--- src/rtl/cpu_pkg.sv ---
// Shared CPU-side types and sizes for the instruction memory path.
// No logic; constants and types only.
// Consumers import with cpu_pkg::*.
package cpu_pkg;

    localparam int XLEN        = 32;
    localparam int IMEM_DEPTH  = 32;
    localparam int IMEM_ADDR_W = 5;

    typedef enum logic [1:0] {
        IDLE  = 2'd0,
        RECV  = 2'd1,
        WRITE = 2'd2,
        DONE  = 2'd3
    } loader_state_t;

    typedef logic [XLEN-1:0] word_t;

endpackage

--- src/rtl/imem_loader_word_assembler.sv ---
// Packs incoming bytes little-endian into a 32-bit lane register.
// Latency: a byte is visible in its lane the cycle after byte_fire.
// Backpressure: none of its own; the caller gates byte_fire.
module word_assembler
    import cpu_pkg::*;
(
    input  logic       clk,
    input  logic       rst_n,
    input  logic       clear,
    input  logic       byte_fire,
    input  logic [7:0] byte_data,
    output word_t      word,
    output logic       last_byte
);

    logic [1:0] byte_idx;
    word_t      lanes;

    always_ff @(posedge clk) begin
        if (!rst_n) begin
            byte_idx <= 2'd0;
            lanes    <= '0;
        end else if (clear) begin
            byte_idx <= 2'd0;
        end else if (byte_fire) begin
            lanes[{byte_idx, 3'b000} +: 8] <= byte_data;
            byte_idx                       <= byte_idx + 2'd1;
        end
    end

    assign word      = lanes;
    assign last_byte = (byte_idx == 2'd3);

endmodule

--- src/rtl/imem_loader.sv ---
// Streams a byte-wise program into instruction memory, holding the CPU meanwhile.
// Latency: start -> RECV next cycle; one word written per 4 byte beats + 1 write cycle.
// Backpressure: byte_ready drops during WRITE/DONE/IDLE; byte_valid may stall indefinitely.
module imem_loader #(
    parameter int DEPTH  = cpu_pkg::IMEM_DEPTH,
    parameter int ADDR_W = cpu_pkg::IMEM_ADDR_W,
    parameter int XLEN   = 32
) (
    input  logic              clk,
    input  logic              rst_n,
    input  logic              start,
    input  logic [ADDR_W:0]   num_words,
    input  logic              byte_valid,
    input  logic [7:0]        byte_data,
    output logic              byte_ready,
    output logic              mem_we,
    output logic [ADDR_W-1:0] mem_addr,
    output logic [XLEN-1:0]   mem_wdata,
    output logic              cpu_hold,
    output logic              busy,
    output logic              done,
    output logic              error
);

    import cpu_pkg::*;

    loader_state_t     state;
    loader_state_t     state_nxt;
    logic [ADDR_W:0]   num_words_q;
    logic [ADDR_W-1:0] word_addr;
    logic [XLEN-1:0]   asm_word;
    logic [XLEN-1:0]   wdata_nxt;
    logic              asm_last;
    logic              byte_fire;
    logic              count_ok;
    logic              accept;
    logic              reject;
    logic              last_word;
    logic              word_fire;

    assign count_ok  = (num_words != '0) && (num_words <= (ADDR_W+1)'(DEPTH));
    assign accept    = (state == IDLE) && start && count_ok;
    assign reject    = (state == IDLE) && start && !count_ok;
    assign byte_fire = byte_valid && byte_ready;
    assign word_fire = byte_fire && asm_last;
    assign last_word = ({1'b0, word_addr} == (num_words_q - 1'b1));

    word_assembler u_asm (
        .clk       (clk),
        .rst_n     (rst_n),
        .clear     (accept),
        .byte_fire (byte_fire),
        .byte_data (byte_data),
        .word      (asm_word),
        .last_byte (asm_last)
    );

    // The top lane is still in flight on the completing beat, so merge it here.
    always_comb begin
        wdata_nxt              = asm_word;
        wdata_nxt[XLEN-1 -: 8] = byte_data;
    end

    always_ff @(posedge clk) begin
        if (!rst_n) begin
            state <= IDLE;
        end else begin
            state <= state_nxt;
        end
    end

    always_comb begin
        state_nxt = state;
        case (state)
            IDLE:    if (accept) state_nxt = RECV;
            RECV:    if (word_fire) state_nxt = WRITE;
            WRITE:   state_nxt = last_word ? DONE : RECV;
            DONE:    state_nxt = IDLE;
            default: state_nxt = IDLE;
        endcase
    end

    always_comb begin
        byte_ready = (state == RECV);
        cpu_hold   = (state != IDLE);
        busy       = (state != IDLE);
        done       = (state == DONE);
    end

    always_ff @(posedge clk) begin
        if (!rst_n) begin
            num_words_q <= '0;
            word_addr   <= '0;
            error       <= 1'b0;
        end else begin
            if (accept) begin
                num_words_q <= num_words;
                word_addr   <= '0;
                error       <= 1'b0;
            end else if (reject) begin
                error <= 1'b1;
            end
            if ((state == WRITE) && !last_word) begin
                word_addr <= word_addr + 1'b1;
            end
        end
    end

    // Write port registered so strobe, address and data move together in WRITE.
    always_ff @(posedge clk) begin
        if (!rst_n) begin
            mem_we    <= 1'b0;
            mem_addr  <= '0;
            mem_wdata <= '0;
        end else begin
            mem_we <= word_fire;
            if (word_fire) begin
                mem_addr  <= word_addr;
                mem_wdata <= wdata_nxt;
            end
        end
    end

endmodule
--- config.mk ---
export PLATFORM = sky130hd
export DESIGN_NAME = imem_loader
export DESIGN_NICKNAME = d
export VERILOG_FILES = /design/src/rtl/cpu_pkg.sv /design/src/rtl/imem_loader_word_assembler.sv /design/src/rtl/imem_loader.sv
export SDC_FILE = /design/constraint.sdc
export NUM_CORES = 1
export LEC_CHECK = 0
export ABC_AREA = 1
export BUFFER_PORTS_ARGS = -buffer_cell sky130_fd_sc_hd__buf_2
export CORE_UTILIZATION = 59
export DETAILED_ROUTE_END_ITERATION = 16
export PLACE_DENSITY_LB_ADDON = 0.08
export SETUP_SLACK_MARGIN = 0.02
export SYNTH_ARGS = -nofsm -noshare
export SYNTH_HDL_FRONTEND = slang
export SYNTH_SLANG_ARGS = --single-unit
export TNS_END_PERCENT = 5
--- constraint.sdc ---
create_clock -name clk -period 3.2 [get_ports clk]
set_input_delay 0 -clock clk [delete_from_list [all_inputs] [get_ports clk]]
set_output_delay 0 -clock clk [all_outputs]
set_load 0.05 [all_outputs]
==> flow_summary.toml <==
[final_layout]
area_occupied_by_multi_input_gates_um2 = 1510
fin_cells = 569
post-route-util_pct = 75.3
regArea_um2 = 1560
area.growth.synth_to_final_pct = 19.9
drive_above_1_share_pct = 17.2
num-nets-final = 520
antenna_cells = 0
fillers = 414

[logic_synthesis]
number_of_synthesized_register_bits = 78
postSynthNetCount = 453
postSynth.asyncResetShare_pct = 0
cells_taking_the_most_area_after_synthesis = "sky130_fd_sc_hd__dfxtp_1, sky130_fd_sc_hd__a21oi_1, sky130_fd_sc_hd__nand2_1"
netlist_instances = 428
postSynthAreaPerCell_um2 = 7.69
syn_warnings = 0
synth_common_cells = "sky130_fd_sc_hd__nand2_1, sky130_fd_sc_hd__dfxtp_1, sky130_fd_sc_hd__a21oi_1, sky130_fd_sc_hd__nand3_1, sky130_fd_sc_hd__inv_1"
ys_dominant_reg_cell = "sky130_fd_sc_hd__dfxtp_1"
most_used_standard_cell_by_instance_count_after_synthesis = "sky130_fd_sc_hd__nand2_1"
synth.yosys.seq_area_share_pct = 47.5
post_synth_instance_area_um2 = 3290
number_of_flops_mapped_to_enable_cells_by_yosys = 0
number_of_distinct_standard_cells_referenced_by_the_synthesized_netlist = 24
synth_top_cell_by_area = "sky130_fd_sc_hd__dfxtp_1"
synthDominantCellAreaShare_pct = 47.5

[floorplanning]
coreArea_um2 = 5240
fp-row-count = 26
floorplan.die_area_um2 = 5880
num_io_pins = 61
floorplan.die.height_um = 76.7
starting_utilization_of_the_core_area_pct = 62.8
die_w_um = 76.7

[placed_design]
buffer_ports.inserted = 60
finalWeightedCongestion = 0.843
place_inst = 535
detailed_place_hpwl_mm = 4.59

[global_routing]
grt_max_degree = 69
grtUsageTotal_pct = 27.5
grt_first_pass_wirelength_mm = 12.8
grt_pass1_vias = 2822
overflow = 0
initial_antenna_violation_count = 0

[clock_tree]
clk_pin_slew_ns = 0.07
ctsHoldBuffers = 19
tritoncts.num_buffers = 9
cts_resized = 0
cts_buffer_depth = 2
cts_htree_levels = 3
cts_tree = "built"
postCtsSetupRepairBufs = 0
root_buffer_master = "sky130_fd_sc_hd__clkbuf_8"
cts_num_sinks = 78
clk-insertion-delay-late_ns = 0.36

[timing]
timing.final.max_slew_violations = 0
final-hold-violation-count = 0
rsz_0062_raised_after_global_routing = "no"
slew_headroom_pct = 26.5
report.final.setup_viol = 0
final_critical_path_share_of_the_clock_period_pct = 65.1
tightest_hold_margin_ns = 0.0110
setup_total_negative_slack_ns = 0
achievable-frequency_mhz = 480
period_minus_slack_ns = 2.08
fin_worst_skew_ns = 0.0119
worst_slew_pin_slew_ns = 1.10

[hold_path]
hold_path.class = "in -> reg"

[detailed_routing]
vias = 3102
routed_via_density = 5.45
dr.pass1.iters = 5
drt.antenna.violating_nets = 0
wire_per_inst_um = 13.5
drt_iter0_markers = 232
postRouteWirelength_mm = 7.67
route.detailed.drc = 0

[critical_path]
critical-path-max-stage-delay_ns = 0.57
slowest_stage = "sky130_fd_sc_hd__dlygate4sd3_1"
crit_type = "in -> reg"
critical_path_required_ns = 3.42
worstPathArrival_ns = 2.31
crit_chain = "dlygate4sd3_1, buf_2, nor3_1, nand3_1, nand2_1, nand2_1, nor2_4, inv_1, o21ai_0, dlygate4sd3_1, a21oi_1"
setup.worst_path.start_class = "input port"
crit_family = "buffers and inverters"
crit_buf_inv = 4
end_kind = "flop"
path_max_fanout = 12

[power_and_ir_drop]
comb_power_share_pct = 10.2
switching_power_w = 0.000509
sw_frac_of_total_pct = 26.6
power_w = 0.00192
pwr-share-seq_pct = 52.0
clock_power_share_pct = 37.8
internal_power_w = 0.00141
ir_worst_vdd_mv = 0.444
power.leakage_nw = 1.59
pwrdens_nw_per_um2 = 486

[flow_run]
maxCapViolations = 0

[outcome]
result_of_the_run = "finished clean"
-- layout make-up --
type,instances,area share [%]
clock inverter,5,1.55
multi-input combinational,301,38.2
inverter,24,2.41
sequential,78,39.6
tap,70,2.22
clock buffer,10,3.24
timing repair buffer,81,12.8
-- worst reg2reg max path, stage by stage (launching register included) --
cell and delay, ns:
sky130_fd_sc_hd__dfxtp_1 0.36, sky130_fd_sc_hd__inv_1 0.11, sky130_fd_sc_hd__nand3_1 0.14, sky130_fd_sc_hd__nor2_4 0.22
sky130_fd_sc_hd__inv_1 0.21, sky130_fd_sc_hd__o21ai_0 0.19, sky130_fd_sc_hd__dlygate4sd3_1 0.57, sky130_fd_sc_hd__a21oi_1 0.05
-- logic make-up after synthesis --
| logic type | count (synthesis) | synth area share, % |
|---|---|---|
| and+or+nand+nor | 205 | 29.1 |
| AOI/OAI and AO/OA | 85 | 13.0 |
| adders and majority gates | 7 | 2.66 |
| xor gates and xnor gates | 4 | 1.07 |
| buffers and inverters | 49 | 6.73 |
| DFF | 78 | 47.5 |
-- cell usage in the layout (no fill, tap or decap), drive strengths merged, types with 2 or more instances in the layout --
cell	n
nand2	100
buf	62
nand4	2
ha	7
or3	16
nor2	20
dlygate4sd3	19
clkbuf	10
dfxtp	78
clkinv	2
o21ai	8
clkinvlp	3
nor3b	8
inv	23
a21oi	76
nand3	58
xor2	3
-- sequential cells by signal (all words and copies together) (netlist names) --
name            flops
state               2
error               1
u_asm.word         24
mem_addr            5
u_asm.byte_idx      2
mem_wdata          32
word_addr           5
mem_we              1
num_words_q         6
-- path summary, 6_finish.rpt --
kind	startpoint	to	slack, ns	cells after the start
setup / recovery	num_words[3]	num_words_q[2]	1.12	11
hold / removal	start	error	0.01	3
setup reg to reg	state[1]	num_words_q[2]	1.23	7
hold reg to reg	error	error	0.46	2
-- per-layer routing --
layer | track usage [%] | routed length [um] | vias to the layer above | part of all wire, %
li1 | - | - | 1561 | -
met1 | 34.3 | 3400 | 1413 | 44
met2 | 45.1 | 3730 | 109 | 49
met3 | 4.40 | 349 | 19 | 4.6
met4 | 15.4 | 195 | 0 | 2.5
met5 | 0 | 0 | - | 0
-- power groups by stage --
stage / clock network (W) / registers [W] / logic (W)
after global placement: 0 / 0.00102 / 0.000168
after floorplan: 0 / 0.00102 / 0.000129
after global routing: 0.000764 / 0.000998 / 0.000215
after detailed placement: 0 / 0.00102 / 0.000170
final: 0.000724 / 0.000996 / 0.000196
after CTS: 0.000729 / 0.000995 / 0.000192
-- per-stage QoR --
step / cell area (um^2) / setup WS [ns]
3_5_place_dp: 3570 / 1.27
4_1_cts: 3950 / 1.13
2_1_floorplan: 3290 / 1.61
3_3_place_gp: 3570 / 1.39
5_1_grt: 3950 / 0.874
6_report: 3950 / 1.12
Note: power is estimated with default switching activity, not from simulation.
